[config.mk]
export PLATFORM = sky130hd
export DESIGN_NAME = bmp_stream_writer
export DESIGN_NICKNAME = d
export VERILOG_FILES = /design/src/rtl/bmp_stream_writer.sv
export SDC_FILE = /design/constraint.sdc
export NUM_CORES = 1
export LEC_CHECK = 0
export BUFFER_PORTS_ARGS = -buffer_cell sky130_fd_sc_hd__buf_2
export CORE_MARGIN = 4
export CORE_UTILIZATION = 50
export DETAILED_ROUTE_END_ITERATION = 16
export PLACE_DENSITY = 0.78
export SYNTH_ARGS = -nofsm -noshare
export SYNTH_HDL_FRONTEND = slang
export SYNTH_SLANG_ARGS = --single-unit
[constraint.sdc]
create_clock -name HCLK -period 4.07 [get_ports HCLK]
set_input_delay 0.6105 -clock HCLK [delete_from_list [all_inputs] [get_ports HCLK]]
set_output_delay 0.6105 -clock HCLK [all_outputs]
set_load 0.005 [all_outputs]
[src/rtl/bmp_stream_writer.sv]
// bmp_stream_writer: turns a frame of multi-pixel RGB888 beats into a complete
// 24-bit Windows BMP byte stream (54-byte header, rows padded to 4 bytes).
module bmp_stream_writer #(
    parameter int WIDTH        = 768,
    parameter int HEIGHT       = 512,
    parameter int PIX_PER_BEAT = 2,
    parameter int TOP_DOWN     = 0,
    parameter int HDR_BYTES    = 54
) (
    input  logic                       HCLK,
    input  logic                       HRESETn,
    input  logic                       start,
    input  logic                       in_valid,
    output logic                       in_ready,
    input  logic [24*PIX_PER_BEAT-1:0] in_data,
    output logic                       out_valid,
    input  logic                       out_ready,
    output logic [7:0]                 out_data,
    output logic                       busy,
    output logic                       Write_Done
);
    localparam int ROW_RAW       = 3 * WIDTH;
    localparam int PAD_BYTES     = (4 - ROW_RAW % 4) % 4;
    localparam int ROW_BYTES     = ROW_RAW + PAD_BYTES;
    localparam int IMG_SIZE      = ROW_BYTES * HEIGHT;
    localparam int FILE_SIZE     = HDR_BYTES + IMG_SIZE;
    localparam int BEATS_PER_ROW = WIDTH / PIX_PER_BEAT;
    localparam int BEAT_BYTES    = 3 * PIX_PER_BEAT;
    localparam int CW            = $clog2(BEATS_PER_ROW + 1);
    localparam int RW            = $clog2(HEIGHT + 1);
    localparam logic [31:0] HEIGHT_FIELD = (TOP_DOWN != 0) ? -(32'(HEIGHT)) : 32'(HEIGHT);

    if (WIDTH % PIX_PER_BEAT != 0) begin : g_width_check
        $error("bmp_stream_writer: WIDTH must be a multiple of PIX_PER_BEAT");
    end

    // Past the 2-byte signature every header field sits in a 4-byte slot
    // starting at offset 2; biPlanes and biBitCount share slot 6.
    function automatic logic [7:0] hdr_byte(input logic [5:0] idx);
        logic [5:0]  rel;
        logic [31:0] word;
        rel = idx - 6'd2;
        case (rel[5:2])
            4'd0:    word = 32'(FILE_SIZE);
            4'd2:    word = 32'(HDR_BYTES);
            4'd3:    word = 32'd40;
            4'd4:    word = 32'(WIDTH);
            4'd5:    word = HEIGHT_FIELD;
            4'd6:    word = {16'd24, 16'd1};
            4'd8:    word = 32'(IMG_SIZE);
            default: word = 32'd0;
        endcase
        if (idx == 6'd0) return 8'h42;
        if (idx == 6'd1) return 8'h4D;
        return word[{rel[1:0], 3'b000} +: 8];
    endfunction

    typedef enum logic [2:0] {IDLE, HDR, LOAD, PIX, PAD, DONE} state_t;

    state_t                    state;
    logic [5:0]                hdr_idx;
    logic [3:0]                byte_idx;
    logic [CW-1:0]             col_cnt;
    logic [RW-1:0]             row_cnt;
    logic [1:0]                pad_cnt;
    logic [24*PIX_PER_BEAT-1:0] beat;
    logic xfer, beat_last, col_last, row_last, pad_last, row_end;

    assign xfer      = out_valid && out_ready;
    assign beat_last = byte_idx == 4'(BEAT_BYTES - 1);
    assign col_last  = col_cnt == CW'(BEATS_PER_ROW - 1);
    assign row_last  = row_cnt == RW'(HEIGHT - 1);
    assign pad_last  = pad_cnt == 2'(PAD_BYTES - 1);
    assign row_end   = xfer && ((state == PIX && beat_last && col_last && PAD_BYTES == 0) ||
                                (state == PAD && pad_last));

    always_ff @(posedge HCLK) begin
        if (!HRESETn) begin
            state      <= IDLE;
            hdr_idx    <= '0;
            byte_idx   <= '0;
            col_cnt    <= '0;
            row_cnt    <= '0;
            pad_cnt    <= '0;
            beat       <= '0;
            in_ready   <= 1'b0;
            out_valid  <= 1'b0;
            out_data   <= 8'h00;
            busy       <= 1'b0;
            Write_Done <= 1'b0;
        end else if (row_end) begin
            col_cnt   <= '0;
            pad_cnt   <= '0;
            byte_idx  <= '0;
            out_valid <= 1'b0;
            if (row_last) begin
                state      <= DONE;
                row_cnt    <= '0;
                busy       <= 1'b0;
                Write_Done <= 1'b1;
            end else begin
                state      <= LOAD;
                row_cnt    <= row_cnt + 1'b1;
                in_ready   <= 1'b1;
                Write_Done <= 1'b0;
            end
        end else begin
            Write_Done <= 1'b0;
            case (state)
                IDLE: if (start) begin
                    state     <= HDR;
                    busy      <= 1'b1;
                    hdr_idx   <= '0;
                    out_valid <= 1'b1;
                    out_data  <= hdr_byte(6'd0);
                end
                HDR: if (xfer) begin
                    if (hdr_idx == 6'(HDR_BYTES - 1)) begin
                        state     <= LOAD;
                        hdr_idx   <= '0;
                        out_valid <= 1'b0;
                        in_ready  <= 1'b1;
                    end else begin
                        hdr_idx  <= hdr_idx + 6'd1;
                        out_data <= hdr_byte(hdr_idx + 6'd1);
                    end
                end
                // The beat is kept pre-shifted so its low byte is always the next one out.
                LOAD: if (in_valid) begin
                    state     <= PIX;
                    in_ready  <= 1'b0;
                    out_valid <= 1'b1;
                    out_data  <= in_data[7:0];
                    beat      <= in_data >> 8;
                    byte_idx  <= '0;
                end
                PIX: if (xfer) begin
                    if (!beat_last) begin
                        byte_idx <= byte_idx + 4'd1;
                        out_data <= beat[7:0];
                        beat     <= beat >> 8;
                    end else if (!col_last) begin
                        byte_idx  <= '0;
                        col_cnt   <= col_cnt + 1'b1;
                        state     <= LOAD;
                        out_valid <= 1'b0;
                        in_ready  <= 1'b1;
                    end else begin
                        byte_idx <= '0;
                        col_cnt  <= '0;
                        state    <= PAD;
                        out_data <= 8'h00;
                    end
                end
                PAD: if (xfer) pad_cnt <= pad_cnt + 2'd1;
                DONE: state <= IDLE;
                default: state <= IDLE;
            endcase
        end
    end
endmodule

==> metrics.yaml, run 1 <==
synth:
  ys_ff_latch: 86
  synthMostInstantiatedCell: "nor2_1"
  yosys.area.top_type: "dfxtp_1"
  yosys_warnings: 0
  synth_cell_types: 70
  ys.flop_type: "dfxtp_1"
  async_flop_share_pct: 0
  ys_top_cells_by_count: "90 x nor2_1, 86 x dfxtp_1, 37 x mux2i_1"
  synth_top_area_share_pct: 38.4
  yosysSeqAreaShare_pct: 38.4
  synth_area_leaders: "dfxtp_1 38%, mux2i_1 8.3%, nor2_1 7.5%"
  synth_edf_count: 0
  syn_area_um2: 4490
  synth_cells: 513
  syn-mean-instance-area_um2: 8.75
  syn_nets: 576
critical_path:
  worstPathRequired_ns: 4.35
  path_class: "reg -> reg"
  worst-r2r-setup-slack_ns: 0.86
  critPathArrivalTime_ns: 3.49
  crit_path_max_fanout: 13
  end_kind: "register"
  cp-start-kind: "register"
clock_network:
  path_clk_slew_ns: 0.09
  clock_path_buffers: 2
  post_cts_resized: 0
  hold_buffers: 0
  cts_sinks: 86
  cts_setup_buffers: 0
  cts_tree: "built"
  ctsRootBufferMaster: "clkbuf_8"
  htreeDepth: 3
  numCtsBuffers: 9
  insertion_delay_ns: 0.35
global_route:
  grt_pass1_wl_um: 17600
  grt_usage_pct: 21.0
  grt_max_degree: 48
  grt-ovfl-total: 0
  grt_pass1_vias: 3611
  antenna_found_initial: 0
power:
  power_switching_uw: 854
  vdd_drop_max_uv: 240
  clockPowerShare_pct: 24.2
  intPower_mw: 1.53
  p_leak_nw: 2.08
  p_sw_share_pct: 35.8
  power.share.sequential_pct: 44.6
  p_per_area_nw_per_um2: 478
  p_comb_share_pct: 31.2
placed_design:
  gp_congestion: 0.864
  io_buffers: 64
  hpwlAfterDp_um: 7930
detailed_routing:
  vias: 3916
  wl_per_cell_um: 15.8
  drc: 0
  final_antenna_net_count: 0
  drt-initial-drc-count: 181
  wirelength_um: 10600
  avgViaCountPerCell: 5.83
  dr.pass1.iters: 5
timing:
  relSlewSlack_pct: 40.1
  max_freq_mhz: 311
  finalCritPeriodShare_pct: 78.9
  whs_ns: 0.463
  fin_skew_ns: 0.00881
  rsz0062_at_grt: "no"
  maxSlewViolCount: 0
  setup_viol: 0
  tightest_slew_ns: 0.897
  hold_viol: 0
  setup_tns_ns: 0
  fin_crit_ns: 3.21
outcome:
  status: "finished clean"
layout:
  fin_nets: 622
  drive_above_1_share_pct: 18.3
  syn2layout_area_growth_pct: 11.3
  antenna_cells: 0
floorplan:
  core_um2: 8720
  io_pins: 65
  fp.dieW_um: 103
  die-area_um2: 10600
  die_y_um: 103
  initial_utilization_pct: 51.4
  rows: 34
flow_run:
  max_cap_viol_count: 0
hold_path:
  hold_class: "reg -> reg"
per-layer routing:
metal / share of wire (%) / global-route usage (%) / wire length (µm)
met5: 0 / 0 / 0
met4: 1.6 / 6.37 / 174
met3: 6.6 / 4.60 / 701
met2: 45 / 32.2 / 4830
met1: 46 / 29.6 / 4940
critical path, cell delays in order, from the launching register on:
cell	delay, ns
dfxtp_1	0.64
inv_1	0.17
ha_1	0.47
inv_1	0.13
ha_1	0.41
nand2_1	0.09
a2111oi_0	0.37
o311ai_0	0.19
o31ai_1	0.37
a211oi_2	0.08
o31ai_2	0.22
final cells by class:
cell class              count  area, µm²
flip-flops and latches     86       1720
multi-input cells         386       2570
clock buffers              11        151
well taps                 108        135
fillers                   806       3720
repair buffers             67        343
inverters                   9       33.8
clock inverters             5       41.3
state kept, by name, indices dropped and copies added, names as in the netlist:
signal,cells
hdr_idx,6
row_cnt,10
Write_Done,1
pad_cnt,2
col_cnt,9
in_ready,1
state,3
beat,40
out_valid,1
byte_idx,4
out_data,8
busy,1
cells by family after synthesis:
logic type,synth area share [%]
AOI/OAI and AO/OA,20.7
DFF,38.4
and+or+nand+nor,20.9
xor gates and xnor gates,4.46
buffers and inverters,4.52
adders and majority gates,2.79
muxes,8.25
metrics by stage:
step / std cells / cell area, µm² / worst slack (ns) / utilization, % / power (mW)
2_1_floorplan: 513 / 4490 / 1.38 / - / 1.63
3_3_place_gp: 656 / 4800 / 1.05 / 55.1 / 1.80
3_5_place_dp: 656 / 4800 / 0.953 / 55.1 / 1.83
4_1_cts: 672 / 5000 / 0.942 / 57.3 / 2.40
5_1_grt: 672 / 5000 / 0.513 / 57.3 / 2.55
6_report: 672 / 5000 / 0.857 / 57.3 / 2.39
power by group through the flow:
stage / sequential (mW) / clock [mW] / combinational (mW)
3_3_place_gp: 1.08 / 0 / 0.721
5_1_grt: 1.09 / 0.628 / 0.836
2_1_floorplan: 1.04 / 0 / 0.584
4_1_cts: 1.07 / 0.593 / 0.744
3_5_place_dp: 1.09 / 0 / 0.740
6_report: 1.07 / 0.577 / 0.745
worst paths after layout:
path                                  start     endpoint  depth (start not counted)
worst min-delay path            out_data[0]  out_data[0]                          2
worst max register to register   hdr_idx[0]  out_data[3]                         10
worst max-delay path             hdr_idx[0]  out_data[3]                         10
worst min register to register  out_data[0]  out_data[0]                          2
cells in the final DEF (no fill, tap or decap), types with 11 or more instances in the layout:
master,netlist,routed
a211oi_1,32,32
a21oi_1,26,26
mux2i_1,37,37
buf_2,9,64
xor2_1,11,11
clkbuf_8,0,11
nor2_1,90,89
dfxtp_1,86,86
nand2_1,28,28
nand3_1,14,14
No activity file was read; power rests on OpenSTA's default activity.
==> inputs of run 2 (changes only) <==
PLACE_DENSITY = 0.81   (was 0.78)
clock period = 2.77 ns   (was 4.07 ns; I/O delays follow)
==> run 2 against run 1 <==
Critical path depth is 1 higher. Wire length hardly changed. Clock skew hardly changed. Maximum frequency is 24% higher. Cell count is 1.8% higher. Clock power is 43% higher. Sequential power is 47% higher. Worst hold slack worse by 0.21 ns.
==> metrics.yaml, run 2 (synthesis results as in run 1) <==
placed_design:
  io_buffers: 64  # unchanged
  gp_congestion: 0.933  # +8.1%
  preCtsSetupSlack_ns: 0.135  # -0.818 ns
  hpwlAfterDp_um: 7950  # +0.25%
timing:
  relSlewSlack_pct: 60.9  # +21 points
  rsz0062_at_grt: "no"
  maxSlewViolCount: 0  # unchanged
  setup_tns_ns: 0  # unchanged
  setup_viol: 0  # unchanged
  tightest_slew_ns: 0.586  # -0.311 ns
  whs_ns: 0.258  # -0.205 ns
  fin_skew_ns: 0.00858  # -0.000226 ns
  fin_crit_ns: 2.60  # -0.617 ns
  setup_slack_ns: 0.174  # -0.683 ns
  finalCritPeriodShare_pct: 93.7  # +15 points
  max_freq_mhz: 385  # +24%
  hold_viol: 0  # unchanged
critical_path:
  critPathArrivalTime_ns: 2.88  # -0.61 ns
  rr_endpoint: "out_data[3]"
  r2r_cells: 11  # +1
  worstPathRequired_ns: 3.05  # -1.30 ns
  path_delay_family: "compound AO/OA/AOI/OAI gates"
  worst-r2r-setup-slack_ns: 0.17  # -0.68 ns
  crit_path_top_delay_cell: "or4_1"
  cpPeakStageDelay_ns: 0.53  # -0.11 ns
  path_cells: "inv_1 > ha_1 > inv_1 > ha_2 > xnor2_1 > a2bb2oi_2 > xnor2_1 > or4_1 > o31ai_1 > a211oi_2 > o31ai_2"
  path_class: "reg -> reg"
  critical_path_buf_inv_count: 2  # unchanged
  end_kind: "register"
  crit_path_max_fanout: 4  # -9
  r2r_start: "hdr_idx[0]"
  cp-start-kind: "register"
clock_network:
  clock_path_buffers: 2  # unchanged
  hold_buffers: 0  # unchanged
  cts_sinks: 86  # unchanged
  numCtsBuffers: 9  # unchanged
  path_clk_slew_ns: 0.09  # about the same
  insertion_delay_ns: 0.36  # about the same
  ctsRootBufferMaster: "clkbuf_8"
  htreeDepth: 3  # unchanged
  cts_tree: "built"
detailed_routing:
  vias: 3942  # +0.66%
  dr.pass1.iters: 6  # +1
  drt-initial-drc-count: 154  # -15%
  wirelength_um: 10600  # about the same
  wl_per_cell_um: 15.6  # -1.8%
  drc: 0  # unchanged
  final_antenna_net_count: 0  # unchanged
  avgViaCountPerCell: 5.76  # -1.1%
floorplan:
  die-area_um2: 10600  # unchanged
  die_y_um: 103  # unchanged
  initial_utilization_pct: 51.4  # unchanged
  core_um2: 8720  # unchanged
  rows: 34  # unchanged
  io_pins: 65  # unchanged
  fp.dieW_um: 103  # unchanged
global_route:
  grt_max_degree: 39  # -19%
  grt-ovfl-total: 0  # unchanged
  grt_usage_pct: 21.0  # about the same
  grt_pass1_vias: 3767  # +4.3%
  grt_util_met1_pct: 28.0  # -1.6 points
  antenna_found_initial: 0  # unchanged
  busiest_layer: "met2"
  grt_pass1_wl_um: 17600  # unchanged
  grt_util_met2_pct: 33.9  # +1.6 points
  met3_usage_pct: 3.79  # -0.81 points
hold_path:
  hold_end: "beat[39]"
  min_delay_path_depth: 2  # unchanged
  min_from: "in_data[47]"
  hold_class: "in -> reg"
layout:
  antenna_cells: 0  # unchanged
  final_cell_mix: "89 x nor2_1, 85 x dfxtp_1, 64 x buf_2, 37 x mux2i_1, 32 x a211oi_1"
  top_register: "beat"
  syn2layout_area_growth_pct: 13.4
  ff_latch_area_um2: 1720  # about the same
  multiInputGateArea_um2: 2570  # about the same
  top_regs: "beat: 40 flops, row_cnt: 10 flops, col_cnt: 9 flops"
  largest_reg_flops: 40  # unchanged
  drive_above_1_share_pct: 20.3  # +2.1 points
  final_common_cell: "nor2_1"
  fin_nets: 634  # +1.9%
  fillerInstances: 790  # -2.0%
power:
  clockPowerShare_pct: 23.3  # -0.9 points
  power.share.sequential_pct: 44.5  # about the same
  vdd_drop_max_uv: 356  # +48%
  p_comb_share_pct: 32.2  # +1.0 points
  p_per_area_nw_per_um2: 694  # +45%
  power_switching_mw: 1.29  # +51%
  p_leak_nw: 2.15  # +3.4%
  intPower_mw: 2.25  # +46%
  p_sw_share_pct: 36.5  # +0.70 points
flow_run:
  max_cap_viol_count: 0  # unchanged
outcome:
  status: "finished clean"
-- run 2: cell count changes in the layout (fill, tap and decap cells not counted) --
cell,delta
buf_12,+1
buf_4,+11
clkbuf_8,-2
clkinv_2,+2
clkinvlp_4,-2
dfxtp_1,-1
dfxtp_2,+1
ha_1,-1
ha_2,+1
inv_6,+1
inv_8,+1
-- run 2: final cells by class --
type	instances	share of cell area [%]
clock inverters	7	1.11
flip-flops and latches	86	33.8
clock buffers	9	2.43
inverters	9	0.664
well taps	108	2.65
repair buffers	79	8.75
multi-input cells	386	50.5
-- run 2: layer usage --
| layer | share of wire, % | vias to the layer above |
|---|---|---|
| li1 | - | 1980 |
| met1 | 45 | 1824 |
| met2 | 46 | 125 |
| met3 | 7.0 | 13 |
| met4 | 1.4 | 0 |
| met5 | 0 | - |
-- run 2: worst max path at each step --
stage | startpoint | endpoint | cells after the start
6_report | hdr_idx[0] | out_data[3] | 11
5_1_grt | hdr_idx[0] | out_data[3] | 10
4_1_cts | hdr_idx[1] | out_data[3] | 11
3_5_place_dp | hdr_idx[1] | out_data[3] | 11
3_3_place_gp | hdr_idx[1] | out_data[3] | 11
2_1_floorplan | hdr_idx[0] | out_data[3] | 12
-- run 2: timing repair --
action | 4_1_cts | 5_1_grt
gates resized for setup | 0 | 2
buffers inserted | 0 | 0
setup endpoints to repair | 0 | 5
-- run 2: power by group through the flow --
| stage | Clock, mW | Sequential, mW | Combinational, mW |
|---|---|---|---|
| final | 0.824 | 1.57 | 1.14 |
| after CTS | 0.840 | 1.57 | 1.13 |
| after global routing | 0.892 | 1.60 | 1.26 |
| after floorplan | 0 | 1.53 | 0.858 |
| after global placement | 0 | 1.59 | 1.09 |
| after detailed placement | 0 | 1.60 | 1.12 |
-- run 2: per-stage QoR --
stage / power, mW / area [µm²] / cells / util [%]
finish: 3.53 / 5090 / 684 / 58.4
global route: 3.75 / 5090 / 684 / 58.4
CTS: 3.54 / 5090 / 684 / 58.3
detailed placement: 2.72 / 4910 / 668 / 56.3
global placement: 2.69 / 4910 / 668 / 56.3
floorplan: 2.39 / 4490 / 513 / -
